**config.mk**
```make
export PLATFORM = sky130hd
export DESIGN_NAME = uart_rx
export DESIGN_NICKNAME = d
export VERILOG_FILES = /design/src/rtl/uart_rx.sv
export SDC_FILE = /design/constraint.sdc
export NUM_CORES = 1
export LEC_CHECK = 0
export CAP_MARGIN = 20
export CORE_MARGIN = 1
export CORE_UTILIZATION = 50
export DETAILED_ROUTE_END_ITERATION = 12
export MAX_ROUTING_LAYER = met4
export PLACE_DENSITY = 0.71
export SETUP_SLACK_MARGIN = 0.02
export SLEW_MARGIN = 15
export SYNTH_ARGS = -nofsm -noshare
export SYNTH_HDL_FRONTEND = slang
export SYNTH_SLANG_ARGS = --single-unit
```
**constraint.sdc**
```tcl
create_clock -name i_clk -period 5.55 [get_ports i_clk]
set_clock_uncertainty 0.1 [all_clocks]
set_input_delay 0.555 -clock i_clk [delete_from_list [all_inputs] [get_ports i_clk]]
set_output_delay 0.555 -clock i_clk [all_outputs]
set_load 0.005 [all_outputs]
```
**src/rtl/uart_rx.sv**
```systemverilog
// uart_rx - oversampling asynchronous serial receiver.
//
// Receives frames of: start bit (0), DATA_WIDTH data bits LSB first, an
// optional parity bit, and one stop bit (1). Each bit lasts i_prescale
// clocks. Each bit is sampled three times around its centre and the
// value is the 2-of-3 majority of those samples. The line rate and the
// parity settings are captured when the start bit is seen, and they are
// held for the rest of the frame.
//
// Ports
//   i_clk            clock, rising edge
//   i_rst            asynchronous reset, active low
//   i_rx_in          serial line, idle high, already synchronised
//   i_prescale       clocks per bit (8, 16 or 32)
//   i_parity_enable  1 = parity bit present between data and stop
//   i_parity_type    0 = even, 1 = odd
//   o_data           last word received without error
//   o_data_valid     one-cycle pulse when o_data is updated
//   o_parity_error   one-cycle pulse, parity mismatch on completed frame
//   o_stop_error     one-cycle pulse, stop bit sampled low
//   o_busy           high while a frame is in progress
//
// DATA_WIDTH must be at least 2.
module uart_rx #(
  parameter int DATA_WIDTH = 8
) (
  input  logic                  i_clk,
  input  logic                  i_rst,
  input  logic                  i_rx_in,
  input  logic [5:0]            i_prescale,
  input  logic                  i_parity_enable,
  input  logic                  i_parity_type,
  output logic [DATA_WIDTH-1:0] o_data,
  output logic                  o_data_valid,
  output logic                  o_parity_error,
  output logic                  o_stop_error,
  output logic                  o_busy
);

  localparam int BW = (DATA_WIDTH > 1) ? $clog2(DATA_WIDTH) : 1;
  localparam logic [BW-1:0] LAST_BIT = BW'(DATA_WIDTH - 1);

  typedef enum logic [2:0] {
    IDLE   = 3'd0,
    START  = 3'd1,
    DATA   = 3'd2,
    PARITY = 3'd3,
    STOP   = 3'd4
  } state_t;

  // 2-of-3 majority vote of the three mid-bit samples.
  function automatic logic majority3(input logic [2:0] s);
    return (s[0] & s[1]) | (s[0] & s[2]) | (s[1] & s[2]);
  endfunction

  // Expected parity bit. For even parity it is the XOR of the data bits.
  // For odd parity it is the inverse of that XOR.
  function automatic logic parity_bit(input logic [DATA_WIDTH-1:0] d, input logic odd);
    return (^d) ^ odd;
  endfunction

  state_t                state, state_nx;
  logic [5:0]            edge_cnt, edge_nx;
  logic [BW-1:0]         bit_cnt, bit_nx;
  logic [DATA_WIDTH-1:0] shift, shift_nx;
  logic [2:0]            samples, samples_nx;
  logic                  par_err, par_err_nx;
  logic [5:0]            prescale_q, prescale_nx;
  logic                  par_en_q, par_en_nx;
  logic                  par_odd_q, par_odd_nx;
  logic [DATA_WIDTH-1:0] data_nx;
  logic                  valid_nx, perr_nx, serr_nx;

  logic [5:0] half;
  logic       bit_end;
  logic       bit_val;

  assign half    = {1'b0, prescale_q[5:1]};
  // When prescale is 0, this compare wraps to 63. The bit period is then
  // long, but it still ends. So an illegal ratio can never hold the FSM.
  assign bit_end = (edge_cnt == (prescale_q - 6'd1));
  assign bit_val = majority3(samples);

  // Next-state, datapath and registered-output decode.
  always_comb begin
    state_nx    = state;
    edge_nx     = edge_cnt;
    bit_nx      = bit_cnt;
    shift_nx    = shift;
    samples_nx  = samples;
    par_err_nx  = par_err;
    prescale_nx = prescale_q;
    par_en_nx   = par_en_q;
    par_odd_nx  = par_odd_q;
    data_nx     = o_data;
    valid_nx    = 1'b0;
    perr_nx     = 1'b0;
    serr_nx     = 1'b0;

    // The edge counter and the mid-bit sampling are the same for every bit.
    if (state != IDLE) begin
      if (edge_cnt == (half - 6'd1)) begin
        samples_nx[0] = i_rx_in;
      end else if (edge_cnt == half) begin
        samples_nx[1] = i_rx_in;
      end else if (edge_cnt == (half + 6'd1)) begin
        samples_nx[2] = i_rx_in;
      end else begin
        samples_nx = samples;
      end
      if (bit_end) begin
        edge_nx = 6'd0;
      end else begin
        edge_nx = edge_cnt + 6'd1;
      end
    end else begin
      edge_nx = 6'd0;
    end

    case (state)
      IDLE: begin
        if (!i_rx_in) begin
          state_nx    = START;
          bit_nx      = '0;
          par_err_nx  = 1'b0;
          prescale_nx = i_prescale;
          par_en_nx   = i_parity_enable;
          par_odd_nx  = i_parity_type;
        end else begin
          state_nx = IDLE;
        end
      end
      START: begin
        if (bit_end) begin
          // A start bit that votes high was a glitch, so drop it quietly.
          state_nx = bit_val ? IDLE : DATA;
          bit_nx   = '0;
        end else begin
          state_nx = START;
        end
      end
      DATA: begin
        if (bit_end) begin
          shift_nx = {bit_val, shift[DATA_WIDTH-1:1]};
          if (bit_cnt == LAST_BIT) begin
            state_nx = par_en_q ? PARITY : STOP;
            bit_nx   = '0;
          end else begin
            bit_nx = bit_cnt + {{(BW-1){1'b0}}, 1'b1};
          end
        end else begin
          state_nx = DATA;
        end
      end
      PARITY: begin
        if (bit_end) begin
          par_err_nx = (bit_val != parity_bit(shift, par_odd_q));
          state_nx   = STOP;
        end else begin
          state_nx = PARITY;
        end
      end
      STOP: begin
        if (bit_end) begin
          state_nx = IDLE;
          if (par_err || !bit_val) begin
            perr_nx = par_err;
            serr_nx = !bit_val;
          end else begin
            data_nx  = shift;
            valid_nx = 1'b1;
          end
        end else begin
          state_nx = STOP;
        end
      end
      default: begin
        state_nx = IDLE;
      end
    endcase
  end

  // State, datapath and output registers.
  always_ff @(posedge i_clk or negedge i_rst) begin
    if (!i_rst) begin
      state          <= IDLE;
      edge_cnt       <= 6'd0;
      bit_cnt        <= '0;
      shift          <= '0;
      samples        <= 3'b000;
      par_err        <= 1'b0;
      prescale_q     <= 6'd0;
      par_en_q       <= 1'b0;
      par_odd_q      <= 1'b0;
      o_data         <= '0;
      o_data_valid   <= 1'b0;
      o_parity_error <= 1'b0;
      o_stop_error   <= 1'b0;
      o_busy         <= 1'b0;
    end else begin
      state          <= state_nx;
      edge_cnt       <= edge_nx;
      bit_cnt        <= bit_nx;
      shift          <= shift_nx;
      samples        <= samples_nx;
      par_err        <= par_err_nx;
      prescale_q     <= prescale_nx;
      par_en_q       <= par_en_nx;
      par_odd_q      <= par_odd_nx;
      o_data         <= data_nx;
      o_data_valid   <= valid_nx;
      o_parity_error <= perr_nx;
      o_stop_error   <= serr_nx;
      o_busy         <= (state_nx != IDLE);
    end
  end

endmodule

```
==> results of run 1 <==
-- worst paths after layout --
path / to / slack, ns / cells past startpoint
max: o_data[1] / 2.48 / 8
min: edge_cnt[0] / 0.31 / 1
max reg2reg: o_data[1] / 2.48 / 8
min reg2reg: o_data[6] / 0.41 / 1
max in group asynchronous: shift[0] / 4.45 / 1
min in group i_clk: o_data[6] / 0.41 / 1
-- Yosys cell counts, types with 3 or more instances --
master,n
dfrtp_1,44
nor3b_1,3
inv_1,10
buf_4,3
nand2b_1,3
mux2_2,23
buf_2,3
a22o_1,3
o21ai_0,6
or3_1,3
mux2i_1,3
nor3_1,6
nand2_1,10
a31oi_1,3
clkbuf_1,3
a21oi_1,4
xor2_1,12
ha_1,7
xnor2_1,18
nand3_1,6
nor2_1,17
-- cell families after synthesis --
| kind of cell | count (synthesis) | share of synthesized area, % |
|---|---|---|
| AO/OA/AOI/OAI | 29 | 8.43 |
| multiplexers | 26 | 12.1 |
| XOR/XNOR | 30 | 11.0 |
| adder cells (fa/ha/maj) | 8 | 4.09 |
| flip-flops | 44 | 46.1 |
| buffers and inverters | 21 | 3.98 |
| AND/OR/NAND/NOR | 61 | 14.3 |
-- layout by cell type, fill, tap and decap left out, types with 2 or more instances in the layout --
master,instances
xnor2_1,18
a21oi_1,4
ha_1,7
nor3_1,6
o21ai_0,6
clkbuf_8,5
nand3_1,6
nand2b_1,3
a31oi_1,3
inv_1,10
mux2i_1,3
clkdlybuf4s50_1,21
dfrtp_1,44
a211oi_1,2
nor3b_1,3
and3_1,2
or3_1,3
buf_4,2
a22o_1,3
nor2_1,17
nand2_1,10
xor2_1,12
o2111ai_1,2
nor4_4,2
mux2_2,23
-- registers in the layout, indices dropped and copies added, names as in the netlist --
signal and flops:
bit_cnt 3, par_en_q 1, o_data_valid 1, edge_cnt 6, par_odd_q 1, o_data 8
o_busy 1, par_err 1, shift 8, prescale_q 6, o_parity_error 1, samples 3
o_stop_error 1, state 3
-- metal layers --
metal / up-vias / GRT usage [%] / wire length (um)
li1: 796 / - / -
met3: 5 / 3.99 / 154
met4: 0 / 6.44 / 53
met2: 29 / 29.8 / 1960
met5: - / - / 0
met1: 795 / 28.8 / 2260
-- report_power, final --
group | switching, mW | internal [mW]
clock network | 0.119 | 0.136
registers | 0.137 | 0.396
logic | 0.286 | 0.266
total | 0.542 | 0.797
-- worst max-delay path: stages, from the launching register on --
cell	delay [ns]
dfrtp_1	0.47
inv_1	0.17
ha_1	0.26
nor3b_1	0.28
a21oi_1	0.16
nor4_4	0.36
nand2_2	0.14
nor4_4	0.62
mux2_2	0.41
-- final cells by class --
| cell class | count | area [um^2] | area share, % |
|---|---|---|---|
| multi-input cells | 154 | 1200 | 43.6 |
| well taps | 52 | 65.1 | 2.37 |
| flip-flops and latches | 44 | 1100 | 40.1 |
| repair buffers | 24 | 230 | 8.38 |
| clock buffers | 5 | 68.8 | 2.50 |
| inverters | 10 | 37.5 | 1.37 |
| clock inverters | 3 | 46.3 | 1.68 |
==> metrics.cfg, run 1 <==
[cts]
cts_buffers = 5
clockRootBuffer = clkbuf_8
cts_sinks = 44
postCtsHoldBufs = 0
cts_tree = yes
cts.path.max_buffers = 2
htree_levels = 2
cts_resized = 0
cts_setup_buffers = 0
clock_latency_ns = 0.30
clk_pin_slew_ns = 0.09

[sta]
fmax_ghz = 0.325
hold_viol_final = 0
worst_pin_slew_ns = 0.968
whs_ns = 0.307
fin_tns_setup_ns = 0
max_slew_margin_pct = 35.5
post-route-period-util_pct = 55.4
slew_violations = 0
rsz0062_at_grt = false
setup_violations = 0
period_minus_slack_ns = 3.07
fin_ws_ns = 2.48

[floorplanning]
rows = 24
dieArea_mm2 = 0.00506
die_w_um = 71.1
ios = 23
core-area_mm2 = 0.00447
start_util_pct = 53.4
die_h_um = 71.1

[placement]
place_ws_ns = 2.51
dp_hpwl_um = 3110
dp.cells = 284
numPortBuffers = 22
post_dp_cell_area_mm2 = 0.00263
gp_congestion = 0.865

[yosys]
synth-seq-cells = 44
avgSynthCellArea_um2 = 10.9
syn_inst = 219
syn-cell-area_mm2 = 0.00239
synth_edf_count = 0
yosysTopAreaCellShare_pct = 46.1
synth_top_flop_cell = dfrtp_1
syn_nets = 237
synthTopCellsByArea = dfrtp_1, mux2_2, xnor2_1
yosysSeqAreaShare_pct = 46.1
async_reset_ff_share_pct = 100
synth_cell_types = 45
synth_top_area_cell = dfrtp_1
ys_warn_count = 0

[layout]
post-route-util_pct = 61.4
area_growth_pct = 15.0
diodes = 0
final_cells = 292
drive_gt1_share_pct = 17.5
final_nets = 257
fin_area_mm2 = 0.00275
fillers = 376

[route]
drtIter0Drc = 102
drc_errors = 0
wl_per_cell_um = 15.2
ant_nets = 0
via_per_inst = 5.57
firstDrtPassIters = 6
num_vias = 1625
wirelength_um = 4430

[global_routing]
grt_util_all_layers_pct = 20.4
grt_pass1_wl_um = 7710
grt_pass1_vias = 1562
grt_max_degree = 45
antenna_found_initial = 0
gr-total-overflow = 0

[run]
drv_cap = 0

[setup_path]
startpoint = prescale_q[2]
critPathRequiredTime_ns = 5.64
path_max_fanout = 9
crit_path_start_kind = register
crit_type = reg -> reg
crit_arrival_ns = 3.17
worst_setup_path_end_kind = register
r2r-start = prescale_q[2]

[power_and_ir_drop]
peakVddDrop_uv = 369
powerDensity_mw_per_mm2 = 488
finalPower_mw = 1.34
power.leakage_nw = 1.21

[worst_hold_path]
hp-class = in -> async

[run_status]
outcome = complete, no violations

Power figures use the tool's default switching activity.
==> run 2: changes to the inputs <==
==> constraint.sdc (replaced) <==
create_clock -name i_clk -period 3.1 [get_ports i_clk]
set_clock_uncertainty 0.1 [all_clocks]
set_input_delay 0.31 -clock i_clk [delete_from_list [all_inputs] [get_ports i_clk]]
set_output_delay 0.31 -clock i_clk [all_outputs]
set_load 0.005 [all_outputs]
==> metrics.cfg, run 2 (synthesis results as in run 1) <==
[sta]
slew_violations = 0
fin_tns_setup_ns = 0
period_minus_slack_ns = 2.84
worst_pin_slew_ns = 0.754
whs_ns = 0.311
setup_violations = 0
rsz0062_at_grt = false
max_slew_margin_pct = 49.3
post-route-period-util_pct = 91.6
hold_viol_final = 0
fmax_ghz = 0.352

[worst_hold_path]
hp-class = in -> async

[cts]
cts_sinks = 44
htree_levels = 2
cts_resized = 0
cts.path.max_buffers = 2
clock_latency_ns = 0.30
cts_tree = yes
clockRootBuffer = clkbuf_8
clk_pin_slew_ns = 0.08
cts_buffers = 5

[setup_path]
crit_path_start_kind = register
worstPathCellList = inv_1 -> ha_1 -> nor3b_1 -> a21oi_1 -> nor4_4 -> nand2_2 -> nor4_4 -> buf_4 -> mux2_2
startpoint = prescale_q[2]
worst-r2r-setup-slack_ns = 0.26
endpoint = o_data[4]
path_max_fanout = 9
critPathRequiredTime_ns = 3.18
crit_slowest_cell = dfrtp_1
worst_setup_path_end_kind = register
crit_arrival_ns = 2.92
crit_type = reg -> reg
path_common_cell = nor4_4
crit_path_max_incr_delay_ns = 0.46
r2r-start = prescale_q[2]
r2r_end = o_data[4]
ff2ff_path_depth = 9

[layout]
diodes = 0
biggestRegsByFlops = o_data x8, shift x8
final_nets = 260
drive_gt1_share_pct = 17.7
post-route-util_pct = 62.1
fillers = 373
final_common_cell = dfrtp_1
multi_input_area_mm2 = 0.00120
final_cell_mix = dfrtp_1, mux2_2, clkdlybuf4s50_1
seq_area_mm2 = 0.00110
area_growth_pct = 16.3

[placement]
numPortBuffers = 22
dp_hpwl_um = 2930
gp_congestion = 0.844

[floorplanning]
core-area_mm2 = 0.00447
die_w_um = 71.1
die_h_um = 71.1
ios = 23
start_util_pct = 53.4
rows = 24
dieArea_mm2 = 0.00506

[global_routing]
grt_pass1_wl_um = 7380
gr-total-overflow = 0
grt_max_degree = 45
grt_pass1_vias = 1502
antenna_found_initial = 0
grt_util_all_layers_pct = 19.5

[route]
num_vias = 1634
firstDrtPassIters = 10
wirelength_um = 4280
ant_nets = 0
drc_errors = 2
drtIter0Drc = 82
via_per_inst = 5.54
wl_per_cell_um = 14.5

[run_status]
outcome = finished with violations
violations = DRC

[power_and_ir_drop]
powerDensity_mw_per_mm2 = 855
peakVddDrop_uv = 435
finalPower_mw = 2.37
power.leakage_nw = 1.23

[run]
drv_cap = 0

run 2: cell types whose count changed in the layout (fill, tap and decap cells not counted):
cell	previous run	this run
clkbuf_1	0	1
clkinv_2	0	1
buf_4	2	3
inv_6	1	0
clkinvlp_4	1	0
dlygate4sd3_1	0	1
buf_12	0	1
run 2: through the flow:
step / setup slack (ns) / area [um^2] / cells
6_report: 0.261 / 2780 / 295
5_1_grt: 0.0956 / 2780 / 295
4_1_cts: 0.282 / 2750 / 293
3_5_place_dp: 0.301 / 2640 / 285
3_3_place_gp: 0.371 / 2640 / 285
2_1_floorplan: 0.430 / 2390 / 219
run 2: layout make-up:
type	instances	share of cell area (%)
clock buffers	6	2.61
clock inverters	2	1.26
inverters	10	1.35
multi-input cells	154	43.2
flip-flops and latches	44	39.6
well taps	52	2.34
repair buffers	27	9.64
run 2: per-layer routing:
metal	vias to the layer above	part of all wire [%]	track usage [%]
met4	0	1.1	7.11
met3	5	3.5	4.42
li1	809	-	-
met5	-	0	-
met2	37	42	25.5
met1	783	53	29.0
run 2: how the worst min path moves through the flow:
stage / from / to / depth (start not counted)
4_1_cts: i_rst / state[0] / 1
2_1_floorplan: i_rst / bit_cnt[0] / 0
3_3_place_gp: bit_cnt[1] / bit_cnt[1] / 1
3_5_place_dp: o_data[6] / o_data[6] / 1
5_1_grt: i_rst / edge_cnt[1] / 2
6_report: i_rst / edge_cnt[0] / 2
run 2: timing repair:
action / in CTS / in global routing
hold buffers: 0 / 1
setup buffers: 0 / 0
hold endpoints to repair: 0 / 9
run 2: critical path: cells and delay by family, from the launching register on:
kind / cells / cell delay, ns
multiplexers: 1 / 0.35
AND/OR/NAND/NOR: 4 / 1.06
flip-flops: 1 / 0.46
adder cells (fa/ha/maj): 1 / 0.23
buffers and inverters: 2 / 0.38
AO/OA/AOI/OAI: 1 / 0.15
run 2: report_power, final:
group	switching [mW]	leakage, nW	internal [mW]
logic	0.510	0.607	0.478
clock network	0.197	0.0552	0.239
registers	0.242	0.571	0.708
==> run 3: changes to the inputs <==
--- a/config.mk
+++ b/config.mk
@@ -6,11 +6,13 @@
 export NUM_CORES = 1
 export LEC_CHECK = 0
 export CAP_MARGIN = 20
+export CELL_PAD_IN_SITES_DETAIL_PLACEMENT = 0
+export CELL_PAD_IN_SITES_GLOBAL_PLACEMENT = 2
 export CORE_MARGIN = 1
-export CORE_UTILIZATION = 50
+export CORE_UTILIZATION = 37
 export DETAILED_ROUTE_END_ITERATION = 12
 export MAX_ROUTING_LAYER = met4
-export PLACE_DENSITY = 0.71
+export PLACE_DENSITY = 0.78
 export SETUP_SLACK_MARGIN = 0.02
 export SLEW_MARGIN = 15
 export SYNTH_ARGS = -nofsm -noshare
==> metrics.cfg, run 3 (synthesis results as in run 1) <==
[run_status]
outcome = complete, no violations

[sta]
fmax_ghz = 0.364
hold_viol_final = 0
worst_pin_slew_ns = 0.524
period_minus_slack_ns = 2.74
slew_violations = 0
rsz0062_at_grt = false
post-route-period-util_pct = 88.5
max_slew_margin_pct = 64.7
setup_violations = 0
fin_tns_setup_ns = 0

[global_routing]
gr-total-overflow = 0
antenna_found_initial = 0
grt_util_all_layers_pct = 15.6
grt_pass1_vias = 1492
grt_pass1_wl_um = 7590
grt_max_degree = 45

[layout]
drive_gt1_share_pct = 18.9
final_cell_mix = dfrtp_1, mux2_2, clkdlybuf4s50_1
multi_input_area_mm2 = 0.00120
diodes = 0
fillers = 579
post-route-util_pct = 46.2
seq_area_mm2 = 0.00110
final_common_cell = dfrtp_1
biggestRegsByFlops = o_data x8, shift x8
final_nets = 261
area_growth_pct = 17.2

[setup_path]
crit_type = reg -> reg
worstPathCellList = inv_1 -> ha_1 -> nor3b_2 -> a21oi_1 -> nor4_4 -> nand2_2 -> nor4_4 -> buf_4 -> mux2_2
ff2ff_path_depth = 9
startpoint = prescale_q[2]
crit_path_max_incr_delay_ns = 0.46
r2r-start = prescale_q[2]
worst_setup_path_end_kind = register
critPathRequiredTime_ns = 3.19
path_max_fanout = 9
path_common_cell = nor4_4
crit_arrival_ns = 2.83
crit_path_start_kind = register
crit_slowest_cell = dfrtp_1

[cts]
cts_setup_buffers = 0
clock_latency_ns = 0.30
clockRootBuffer = clkbuf_8
clk_pin_slew_ns = 0.09
htree_levels = 2
cts.path.max_buffers = 2
cts_sinks = 44
cts_tree = yes
cts_buffers = 5

[power_and_ir_drop]
power.clock.fraction_pct = 15.6
power.leakage_nw = 1.23
swShare_pct = 41.6
netSwitchingPower_mw = 0.960
powerDensity_mw_per_mm2 = 824
seq_power_share_pct = 41.5
peakVddDrop_uv = 429
internal-power_mw = 1.35
p_comb_share_pct = 43.0
finalPower_mw = 2.31

[placement]
gp_congestion = 0.801
numPortBuffers = 22
dp_hpwl_um = 3220

[floorplanning]
die_h_um = 82.3
start_util_pct = 39.4
ios = 23
rows = 28
die_w_um = 82.3
core-area_mm2 = 0.00606
dieArea_mm2 = 0.00678

[route]
via_per_inst = 5.08
drtIter0Drc = 72
drc_errors = 0
wirelength_um = 4560
ant_nets = 0
wl_per_cell_um = 14.3
num_vias = 1620
firstDrtPassIters = 4

[worst_hold_path]
hp-class = in -> async

[run]
drv_cap = 0

-- run 3: metrics by stage --
stage	setup slack (ns)	instances	hold WS, ns	instance area, um^2
CTS	0.277	317	0.102	2760
detailed placement	0.295	309	0.387	2680
global route	0.107	319	0.331	2800
finish	0.355	319	0.310	2800
floorplan	0.430	219	-0.0856	2390
global placement	0.349	309	0.389	2680
-- run 3: critical path: cells and delay by family (launching register included) --
family	cells	cell delay, ns
adders and majority gates	1	0.24
buffers and inverters	2	0.37
muxes	1	0.35
AOI/OAI and AO/OA	1	0.13
DFF	1	0.46
and+or+nand+nor	4	0.98
-- run 3: area by class of cell --
| class | count | share of cell area (%) |
|---|---|---|
| inverters | 10 | 1.34 |
| clock buffers | 5 | 2.46 |
| well taps | 75 | 3.35 |
| flip-flops and latches | 44 | 39.3 |
| repair buffers | 28 | 9.83 |
| multi-input cells | 154 | 43.0 |
| clock inverters | 3 | 0.671 |
-- run 3: timing repair --
action / 4_1_cts / 5_1_grt
resized for setup: 0 / 1
endpoints found under the hold margin: 0 / 9
hold buffers: 0 / 1
endpoints found under the setup margin: 0 / 9
-- run 3: path summary, 6_finish.rpt --
check                             end  slack, ns
setup / recovery            o_data[1]       0.36
hold / removal               state[1]       0.31
setup reg to reg            o_data[1]       0.36
hold reg to reg             o_data[4]       0.41
max in group asynchronous  samples[2]       2.13
min in group i_clk          o_data[4]       0.41
-- run 3: metal layers --
metal | global-route usage [%] | vias to the layer above | share of wire [%]
met5 | - | - | 0
met4 | 5.26 | 0 | 1.3
met3 | 3.08 | 7 | 3.2
met2 | 21.7 | 21 | 43
met1 | 22.6 | 782 | 53
li1 | - | 810 | -
-- run 3: power by group through the flow --
| stage | combinational (mW) | clock (mW) | sequential, mW |
|---|---|---|---|
| global route | 1.11 | 0.392 | 0.992 |
| floorplan | 0.911 | 0 | 0.825 |
| finish | 0.992 | 0.359 | 0.957 |
| global placement | 1.00 | 0 | 0.966 |
| CTS | 0.990 | 0.368 | 0.955 |
| detailed placement | 0.982 | 0 | 0.966 |
